File: config.mk
export PLATFORM = sky130hd
export DESIGN_NAME = instr_fetch
export DESIGN_NICKNAME = d
export VERILOG_FILES = /design/src/rtl/instr_fetch.sv
export SDC_FILE = /design/constraint.sdc
export NUM_CORES = 1
export LEC_CHECK = 0
export ABC_AREA = 0
export BUFFER_PORTS_ARGS = -buffer_cell sky130_fd_sc_hd__buf_4
export CAP_MARGIN = 20
export CORE_ASPECT_RATIO = 0.75
export CORE_MARGIN = 5
export CORE_UTILIZATION = 30
export CTS_CLUSTER_SIZE = 25
export DETAILED_ROUTE_END_ITERATION = 12
export GPL_ROUTABILITY_DRIVEN = 1
export PLACE_DENSITY = 0.62
export RECOVER_POWER = 25
export SLEW_MARGIN = 40
export SYNTH_ARGS = -nofsm -noshare
export SYNTH_HDL_FRONTEND = slang
export SYNTH_SLANG_ARGS = --single-unit
File: constraint.sdc
create_clock -name clk -period 3.85 [get_ports clk]
set_clock_uncertainty 0.1 [all_clocks]
set_input_delay 0.77 -clock clk [delete_from_list [all_inputs] [get_ports clk]]
set_output_delay 0.77 -clock clk [all_outputs]
set_load 0.05 [all_outputs]
File: src/rtl/instr_fetch.sv
// Instruction fetch stage: owns the PC, issues one outstanding imem request at a
// time, and holds the returned instruction for decode until it is consumed.
module instr_fetch #(
  parameter int              XLEN      = 32,
  parameter logic [XLEN-1:0] RESET_PC  = 32'h0000_0000,
  parameter logic [XLEN-1:0] NOP_INSTR = 32'h0000_0013
) (
  input  logic            clk,
  input  logic            rst_n,
  output logic            imem_req,
  output logic [XLEN-1:0] imem_addr,
  input  logic            imem_ready,
  input  logic            imem_rvalid,
  input  logic [XLEN-1:0] imem_rdata,
  input  logic            stall,
  input  logic            redirect,
  input  logic [XLEN-1:0] redirect_pc,
  output logic            instr_valid,
  output logic [XLEN-1:0] instr_out,
  output logic [6:0]      opcode,
  output logic [XLEN-1:0] pc_out,
  output logic [XLEN-1:0] pc_plus4
);

  localparam logic [2:0] IDLE  = 3'd0;
  localparam logic [2:0] REQ   = 3'd1;
  localparam logic [2:0] WAIT  = 3'd2;
  localparam logic [2:0] DRAIN = 3'd3;
  localparam logic [2:0] HOLD  = 3'd4;

  logic [2:0]      state, state_nxt;
  logic [XLEN-1:0] pc, pc_nxt;
  logic [XLEN-1:0] ir, ir_nxt;
  logic [XLEN-1:0] pc_held, pc_held_nxt;
  logic            valid, valid_nxt;
  logic [XLEN-1:0] target;
  logic            handshake;

  assign target    = redirect_pc & ~XLEN'(3);
  assign handshake = (state == REQ) && imem_ready;

  always_comb begin
    state_nxt   = state;
    pc_nxt      = pc;
    ir_nxt      = ir;
    pc_held_nxt = pc_held;
    valid_nxt   = valid;
    case (state)
      IDLE: begin
        state_nxt = REQ;
      end
      REQ: begin
        if (redirect) begin
          pc_nxt = target;
        end
        if (handshake) begin
          // A redirect in the accept cycle makes this fetch stale; drain its response.
          state_nxt = redirect ? DRAIN : WAIT;
        end
      end
      WAIT: begin
        if (redirect) begin
          pc_nxt    = target;
          state_nxt = imem_rvalid ? REQ : DRAIN;
        end else if (imem_rvalid) begin
          ir_nxt      = imem_rdata;
          pc_held_nxt = pc;
          valid_nxt   = 1'b1;
          state_nxt   = HOLD;
        end
      end
      DRAIN: begin
        if (redirect) begin
          pc_nxt = target;
        end
        if (imem_rvalid) begin
          state_nxt = REQ;
        end
      end
      HOLD: begin
        if (redirect) begin
          pc_nxt    = target;
          valid_nxt = 1'b0;
          state_nxt = REQ;
        end else if (!stall) begin
          pc_nxt    = pc + XLEN'(4);
          valid_nxt = 1'b0;
          state_nxt = REQ;
        end
      end
      default: begin
        valid_nxt = 1'b0;
        state_nxt = REQ;
      end
    endcase
  end

  always_ff @(posedge clk or negedge rst_n) begin
    if (!rst_n) begin
      state   <= IDLE;
      pc      <= RESET_PC;
      ir      <= NOP_INSTR;
      pc_held <= RESET_PC;
      valid   <= 1'b0;
    end else begin
      state   <= state_nxt;
      pc      <= pc_nxt;
      ir      <= ir_nxt;
      pc_held <= pc_held_nxt;
      valid   <= valid_nxt;
    end
  end

  // Decode always sees a NOP when nothing valid is held.
  assign imem_req    = (state == REQ);
  assign imem_addr   = pc;
  assign instr_valid = valid;
  assign instr_out   = valid ? ir : NOP_INSTR;
  assign opcode      = instr_out[6:0];
  assign pc_out      = pc_held;
  assign pc_plus4    = pc_held + XLEN'(4);

endmodule

**After elaboration in Yosys (flattened, before gate mapping)**

Index checks and enable logic that the tools add are counted.

- Register bits after elaboration: 100
- Logic and storage cells: 48
- Output and inout bits: 137
- Bits of input ports: 70

- Bitwise logic cells: 2
- Muxes and demuxes: 19
- Eq/ne operators: 11
- $add $sub $neg: 2
- Reduce and logical (&&, ||, !) cells: 9

Operators with widths:

| kind | number |
|---|---|
| $mux 32 | 4 |
| $add 32x3->32 const B | 2 |
| $pmux 32 s2 | 1 |
| $mux 3 | 6 |
| $pmux 3 s4 | 1 |
| $reduce_and 4->1 | 2 |
| $eq 3x2->1 const B | 2 |
| $ne 2x2->1 const B | 3 |
| $ne 3x3->1 const B | 2 |
| $reduce_and 3->1 | 2 |
| $reduce_or 3->1 | 2 |
| $mux 1 | 5 |
| $ne 2x1->1 const B | 2 |
| $eq 3x1->1 const B | 1 |
| $eq 3x3->1 const B | 1 |
| $logic_not 3->1 | 1 |
| $pmux 1 s3 | 1 |
| $mux 2 | 1 |
| $not 1->1 | 2 |
| $reduce_bool 2->1 | 1 |
| $logic_and 1x1->1 | 1 |

**Depth between registers and ports, before layout**

Gate-level depths: netlist of run 1.

- Depth in word-level cells: 4
- Gate-level depth with buffers: 7
- Mapped depth without buffers: 5

**Worst setup path after synthesis of run 1**

No wires, ideal clock.

- Kind: reg-to-output
- Start point: reg pc_held[3] (netlist: pc_out[3])
- End point: out pc_plus4[14]
- Buffers on the path: 1
- Data required time: 2.980 ns
- Arrival time: 2.615 ns
- Slack: 0.365 ns
- Cell stages (with the launch flop): 7
- Cell sequence: dfrtp_1 ha_1 and4_1 clkbuf_1 nor2b_1 nand4_1 xnor2_1

- Cells in the longest elaborated chain, start to end: 1

Ends and longest elaborated chain:

| element | line | source |
|---|---|---|
| start: declaration | 34 | `logic [XLEN-1:0] pc_held, pc_held_nxt;` |
| start signal: assignment | 109 | `pc_held <= pc_held_nxt;` |
| $add 32x3->32 | 121 | `assign pc_plus4 = pc_held + XLEN'(4);` |
| end: declaration | 22 | `output logic [XLEN-1:0] pc_plus4` |

No other way between the ends.

**Final worst setup path of run 1**

- Start point: reg pc_held[7] (netlist: pc_out[7])
- End point: out pc_plus4[13]

Same word-level chain as after synthesis.

==> impl_metrics.sql, run 1 <==
INSERT INTO impl_metrics (metric_group, metric, value, unit) VALUES
('clock_network', 'tritoncts.num_buffers', '9', ''),
('timing', 'finalHoldViolCount', '0', ''),
('floorplan', 'die_area', '0.0213', 'mm2'),
('global_routing', 'via_count_of_the_first_global_routing_pass', '4771', ''),
('timing', 'final_critical_path_required_period', '3.29', 'ns'),
('routing', 'vias', '4788', ''),
('worst_setup_path', 'timing.critical_path.fanout_max', '7', ''),
('routing', 'detailed_route_wire_length_per_cell', '17.7', 'um'),
('timing', 'setup_total_negative_slack', '0', 'ns'),
('floorplan', 'floorplan.rows', '43', ''),
('timing', 'post-route-period-util', '85.4', '%'),
('flow_run', 'drv.max_cap_violation_count', '1', ''),
('clock_network', 'post_cts.repair.setup_buffers', '0', ''),
('floorplan', 'floorplan.die.height', '128', 'um'),
('logic_synthesis', 'synth_edf_count', '0', ''),
('worst_setup_path', 'worstPathArrival', '2.42', 'ns'),
('clock_network', 'cts.sink_count', '96', ''),
('placed_design', 'post-dp-hpwl', '12600', 'um'),
('clock_network', 'clock_tree.htree_level_count', '3', ''),
('global_routing', 'grt_remaining_overflow', '0', ''),
('worst_setup_path', 'cells_along_the_critical_path', 'nand4_1 > nor3_1 > and3_1 > xor2_1 > buf_4', ''),
('placed_design', 'portBuffers', '198', ''),
('placed_design', 'globalplace.congestion', '0.793', ''),
('global_routing', 'first_pass_grt_wire_length', '27300', 'um'),
('power_and_ir_drop', 'total_leakage_power', '3.33', 'nW'),
('floorplan', 'boundaryPins', '207', ''),
('worst_hold_path', 'sink_of_the_worst_hold_path', 'ir[27]', ''),
('run_status', 'run_status', 'complete, but fails checks', ''),
('logic_synthesis', 'ys_seq_area_share', '43.5', '%'),
('worst_setup_path', 'crit_slowest_cell', 'sky130_fd_sc_hd__nor3_1', ''),
('finish', 'filler_cell_count', '1836', ''),
('logic_synthesis', 'synth_warnings', '0', ''),
('logic_synthesis', 'distinct_cells_synth', '60', ''),
('routing', 'remaining_drc_errors', '0', ''),
('clock_network', 'cts.hold.buffers_added', '0', ''),
('clock_network', 'worst_skew_late_latency', '0.35', 'ns'),
('finish', 'finish.utilization', '40.9', '%'),
('worst_setup_path', 'worst-setup-path-type', 'flop to output pin', ''),
('clock_network', 'clk_transition_reported_paths', '0.07', 'ns'),
('worst_setup_path', 'r2r_cells', '5', ''),
('worst_setup_path', 'r2r-end', 'imem_addr[23]', ''),
('finish', 'growth_of_design_area_from_synthesis_to_finish', '35.3', '%'),
('timing', 'slew_violations', '58', ''),
('logic_synthesis', 'yosys_register_bits', '96', ''),
('timing', 'final-setup-viol-count', '0', ''),
('clock_network', 'ctsResizeCount', '0', ''),
('global_routing', 'gr-usage-all-layers', '15.9', '%'),
('global_routing', 'antenna_found_initial', '0', ''),
('logic_synthesis', 'netlist_instances', '532', ''),
('timing', 'unrepaired_setup_endpoints_after_global_routing', 'no', ''),
('placed_design', 'post_placement_cell_count', '947', ''),
('finish', 'fraction_of_layout_cells_with_a_size_suffix_above_1', '42.5', '%'),
('worst_setup_path', 'r2r_setup_slack', '1.43', 'ns'),
('finish', 'antenna_cells', '0', ''),
('floorplan', 'start_util', '30.2', '%'),
('worst_hold_path', 'worstHoldPathType', 'flop to flop', ''),
('run_status', 'failed_checks', 'capacitance limit, slew limit', ''),
('floorplan', 'die_w', '167', 'um'),
('routing', 'route.antenna.remaining_nets', '0', ''),
('logic_synthesis', 'ys.flop_type', 'sky130_fd_sc_hd__dfrtp_1', ''),
('routing', 'route.final.wire_length', '17000', 'um'),
('worst_setup_path', 'critical_path.reg2reg.startpoint', 'state[1]', ''),
('finish', 'nets', '783', ''),
('routing', 'avgViaCountPerCell', '4.98', ''),
('power_and_ir_drop', 'pwr_density_cell', '892', 'mW/mm2'),
('timing', 'slew_headroom', '-4.33', '%'),
('worst_hold_path', 'holdCritStartpoint', 'ir[27]', ''),
('global_routing', 'grt_start_max_net_pins', '66', ''),
('timing', 'maxClockFrequency', '304', 'MHz'),
('logic_synthesis', 'post_synth.cell_area_avg', '10.4', 'um2'),
('clock_network', 'clock_root_cell', 'sky130_fd_sc_hd__clkbuf_16', '');
==> how the worst max path moves through the flow <==
| stage | from | to | slack (ns) | depth (start not counted) |
|---|---|---|---|---|
| 6_report | pc_out[7] | pc_plus4[13] | 0.56 | 5 |
| 4_1_cts | pc_out[7] | pc_plus4[13] | 0.58 | 5 |
| 2_1_floorplan | pc_out[3] | pc_plus4[14] | 0.36 | 6 |
| 5_1_grt | pc_out[7] | pc_plus4[13] | 0.47 | 5 |
| 3_3_place_gp | redirect | imem_addr[23] | 0.98 | 6 |
| 3_5_place_dp | pc_out[7] | pc_plus4[13] | 0.97 | 5 |
==> metrics by stage <==
stage | hold WS, ns | power, mW | setup slack [ns] | instance area (um2)
2_1_floorplan | 0.373 | 4.63 | 0.365 | 5550
5_1_grt | 0.417 | 7.02 | 0.472 | 7480
3_5_place_dp | 0.388 | 5.87 | 0.968 | 7210
4_1_cts | 0.404 | 6.75 | 0.579 | 7490
3_3_place_gp | 0.380 | 5.83 | 0.981 | 7190
6_report | 0.398 | 6.67 | 0.563 | 7480
==> power breakdown <==
group	switching (mW)	total [mW]	internal, mW
combinational	2.63	3.89	1.26
clock	0.396	0.867	0.471
sequential	0.508	1.91	1.41
total	3.54	6.67	3.13
==> synth_stat cells (14+ instances only) <==
library cell	count	area, um2
sky130_fd_sc_hd__nand3_1	20	100
sky130_fd_sc_hd__mux2_2	62	698
sky130_fd_sc_hd__xnor2_1	23	201
sky130_fd_sc_hd__dfrtp_1	93	2330
sky130_fd_sc_hd__buf_4	16	120
sky130_fd_sc_hd__clkbuf_1	15	56.3
sky130_fd_sc_hd__nor2_1	21	78.8
sky130_fd_sc_hd__a21oi_1	17	85.1
sky130_fd_sc_hd__nand2b_1	14	87.6
sky130_fd_sc_hd__nand2_1	32	120
sky130_fd_sc_hd__and2_1	38	238
sky130_fd_sc_hd__nand4_1	20	125
==> metal layers <==
layer | track usage (%) | vias up | part of all wire (%)
met5 | 0 | - | 0
met4 | 3.75 | 0 | 1.3
met3 | 4.73 | 14 | 6.2
met2 | 24.0 | 148 | 45
met1 | 22.5 | 2326 | 48
li1 | - | 2300 | -
==> registers in the layout, indices dropped and copies added, names as in the netlist <==
name and flops:
imem_addr 30, ir 32, state 3, instr_valid 1, pc_out 30
==> cells by family after synthesis <==
| logic type | Yosys count | synth area share (%) |
|---|---|---|
| other | 1 | 0.0678 |
| adder cells (fa/ha/maj) | 2 | 0.452 |
| multiplexers | 71 | 14.2 |
| AO/OA/AOI/OAI | 81 | 10.7 |
| AND/OR/NAND/NOR | 201 | 21.4 |
| flip-flops | 96 | 43.5 |
| buffers and inverters | 52 | 5.29 |
| XOR/XNOR | 28 | 4.43 |
==> final cells by class <==
| type | instances | area (um2) | area share, % |
|---|---|---|---|
| flip-flops and latches | 96 | 2410 | 32.2 |
| clock buffers | 11 | 253 | 3.38 |
| inverters | 6 | 22.5 | 0.301 |
| repair buffers | 209 | 1580 | 21.1 |
| clock inverters | 4 | 30.0 | 0.401 |
| well taps | 247 | 309 | 4.13 |
| multi-input cells | 389 | 2890 | 38.6 |
==> critical path: cells and delay by family (launching register included) <==
| family | cells | cell delay (ns) |
|---|---|---|
| simple gates | 3 | 1.24 |
| flops | 1 | 0.47 |
| buf+inv | 1 | 0.21 |
| xor+xnor | 1 | 0.14 |
No activity file was read; power rests on OpenSTA's default activity.
==> inputs of run 2 (changes only) <==
CTS_BUF_LIST = sky130_fd_sc_hd__clkbuf_8   (was unset)
==> run 2 against run 1 <==
- worst setup slack improved by 0.029 ns
- routed wire length about the same
- power decreased by 3.6%
- via count unchanged
- the flow still finishes with violations (capacitance limit, slew limit)
- register-to-register slack about the same
- critical endpoint unchanged
- critical path type unchanged
- global-route usage about the same
- sequential share of layout area increased by 0.47 points
- utilization decreased by 0.59 points
- highest routed layer unchanged
- combinational power about the same
==> impl_metrics.sql, run 2 (synthesis results as in run 1) <==
INSERT INTO impl_metrics (metric_group, metric, value, unit) VALUES
('clock_network', 'worst_skew_late_latency', '0.38', 'ns'),
('timing', 'post-route-period-util', '84.6', '%'),
('clock_network', 'cts.hold.buffers_added', '0', ''),
('power_and_ir_drop', 'pwr_density_cell', '873', 'mW/mm2'),
('floorplan', 'core_area', '0.0183', 'mm2'),
('timing', 'slew_headroom', '-2.94', '%'),
('clock_network', 'cts.path.max_buffers', '2', ''),
('floorplan', 'boundaryPins', '207', ''),
('worst_setup_path', 'crit_path_start_kind', 'flop', ''),
('timing', 'finalHoldViolCount', '0', ''),
('placed_design', 'placed_cell_area', '0.00721', 'mm2'),
('global_routing', 'first_pass_grt_wire_length', '27200', 'um'),
('placed_design', 'globalplace.congestion', '0.793', ''),
('worst_setup_path', 'end_kind', 'output pin', ''),
('timing', 'slew_violations', '58', ''),
('routing', 'drtIter0Drc', '254', ''),
('finish', 'growth_of_design_area_from_synthesis_to_finish', '33.3', '%'),
('floorplan', 'die_w', '167', 'um'),
('worst_setup_path', 'cells_along_the_critical_path', 'nand4_1 > nor3_1 > and3_1 > xor2_1 > buf_4', ''),
('timing', 'worst_slew_pin_slew', '1.54', 'ns'),
('power_and_ir_drop', 'switchingPower', '3.51', 'mW'),
('placed_design', 'post-dp-hpwl', '12600', 'um'),
('clock_network', 'clk_transition_reported_paths', '0.09', 'ns'),
('routing', 'vias', '4788', ''),
('global_routing', 'grt_remaining_overflow', '0', ''),
('flow_run', 'drv.max_cap_violation_count', '1', ''),
('routing', 'detailed_route_wire_length_per_cell', '17.7', 'um'),
('finish', 'antenna_cells', '0', ''),
('routing', 'drt_first_pass_iters', '5', ''),
('power_and_ir_drop', 'total_leakage_power', '3.28', 'nW'),
('placed_design', 'portBuffers', '198', ''),
('clock_network', 'cts_tree', 'done', ''),
('timing', 'final_critical_path_required_period', '3.26', 'ns'),
('clock_network', 'post_cts.repair.setup_buffers', '0', ''),
('routing', 'avgViaCountPerCell', '4.98', ''),
('power_and_ir_drop', 'power.share.sequential', '29.7', '%'),
('power_and_ir_drop', 'ir_worst_vdd', '0.000487', 'V'),
('finish', 'layout_common_cells', 'sky130_fd_sc_hd__buf_4 (206), sky130_fd_sc_hd__dfrtp_1 (92), sky130_fd_sc_hd__mux2_2 (62)', ''),
('timing', 'unrepaired_setup_endpoints_after_global_routing', 'no', ''),
('worst_setup_path', 'timing.critical_path.slowest_cell_delay', '0.66', 'ns'),
('worst_setup_path', 'crit_slowest_cell', 'sky130_fd_sc_hd__nor3_1', ''),
('finish', 'max_ffs_per_register', '32', ''),
('clock_network', 'ctsResizeCount', '0', ''),
('power_and_ir_drop', 'switching_fraction_of_total_power', '54.5', '%'),
('routing', 'route.antenna.remaining_nets', '0', ''),
('global_routing', 'gr-usage-all-layers', '15.9', '%'),
('finish', 'final_common_cell', 'sky130_fd_sc_hd__buf_4', ''),
('timing', 'final-setup-viol-count', '0', ''),
('finish', 'nets', '783', ''),
('clock_network', 'clock_root_cell', 'sky130_fd_sc_hd__clkbuf_8', ''),
('global_routing', 'antenna_found_initial', '0', ''),
('run_status', 'run_status', 'complete, but fails checks', ''),
('finish', 'stdcell_area', '0.00738', 'mm2'),
('timing', 'maxClockFrequency', '307', 'MHz'),
('worst_setup_path', 'worst-setup-path-type', 'flop to output pin', ''),
('floorplan', 'start_util', '30.2', '%'),
('worst_hold_path', 'worstHoldPathType', 'flop to flop', ''),
('floorplan', 'floorplan.rows', '43', ''),
('global_routing', 'via_count_of_the_first_global_routing_pass', '4768', ''),
('routing', 'remaining_drc_errors', '0', ''),
('floorplan', 'floorplan.die.height', '128', 'um'),
('clock_network', 'cts.sink_count', '96', ''),
('clock_network', 'clock_tree.htree_level_count', '3', ''),
('worst_setup_path', 'worstPathArrival', '2.39', 'ns'),
('global_routing', 'grt_start_max_net_pins', '66', ''),
('power_and_ir_drop', 'internal_power', '2.93', 'mW'),
('routing', 'route.final.wire_length', '17000', 'um'),
('floorplan', 'die_area', '0.0213', 'mm2'),
('clock_network', 'tritoncts.num_buffers', '9', ''),
('power_and_ir_drop', 'power_share_of_the_clock_group', '9.9', '%'),
('run_status', 'failed_checks', 'capacitance limit, slew limit', ''),
('finish', 'regMostFlops', 'ir', ''),
('finish', 'fraction_of_layout_cells_with_a_size_suffix_above_1', '42.4', '%'),
('timing', 'setup_total_negative_slack', '0', 'ns'),
('worst_setup_path', 'timing.critical_path.fanout_max', '7', ''),
('worst_setup_path', 'worst_ep_required_time', '2.98', 'ns'),
('power_and_ir_drop', 'power_frac_comb', '60.5', '%');
run 2: final timing paths:
| kind | depth (start not counted) | startpoint | slack [ns] | endpoint |
|---|---|---|---|---|
| min in group asynchronous | 1 | rst_n | 0.67 | imem_addr[28] |
| worst max register to register | 5 | state[1] | 1.43 | imem_addr[23] |
| worst min-delay path | 1 | ir[27] | 0.40 | ir[27] |
| worst max-delay path | 5 | pc_out[7] | 0.59 | pc_plus4[13] |
| worst min register to register | 1 | ir[27] | 0.40 | ir[27] |
| max in group asynchronous | 2 | rst_n | 1.25 | pc_out[19] |
run 2: power by group through the flow:
| stage | Combinational, mW | Sequential, mW | Clock, mW |
|---|---|---|---|
| after floorplan | 2.13 | 2.51 | 0 |
| after global placement | 3.91 | 1.92 | 0 |
| after detailed placement | 3.93 | 1.94 | 0 |
| after CTS | 3.93 | 1.92 | 0.671 |
| after global routing | 4.08 | 2.00 | 0.702 |
| final | 3.89 | 1.91 | 0.635 |
run 2: area by class of cell:
cell class,count,area [um2]
Clock inverter,4,30.0
Sequential cell,96,2410
Timing Repair Buffer,209,1580
Clock buffer,11,151
Inverter,6,22.5
Tap cell,247,309
Fill cell,1846,10900
Multi-Input combinational cell,389,2880
run 2: per-stage QoR:
step / setup slack [ns] / instances / util, % / hold slack [ns] / power [mW]
6_report: 0.592 / 962 / 40.3 / 0.405 / 6.44
3_3_place_gp: 0.981 / 945 / 39.3 / 0.380 / 5.83
5_1_grt: 0.428 / 962 / 40.3 / 0.424 / 6.78
4_1_cts: 0.541 / 962 / 40.4 / 0.396 / 6.52
2_1_floorplan: 0.365 / 537 / - / 0.373 / 4.63
3_5_place_dp: 0.968 / 947 / 39.4 / 0.388 / 5.87
run 2: metal layers:
layer / track usage [%] / vias up / share of wire [%]
met3: 4.27 / 19 / 6.2
met2: 23.8 / 145 / 44
met5: 0 / - / 0
met4: 4.47 / 0 / 1.6
met1: 22.5 / 2327 / 48
li1: - / 2297 / -
run 2: critical path: cells and delay by family, from the launching register on:
kind	cells	cell delay, ns
and+or+nand+nor	3	1.18
DFF	1	0.47
buffers and inverters	1	0.21
xor gates and xnor gates	1	0.14
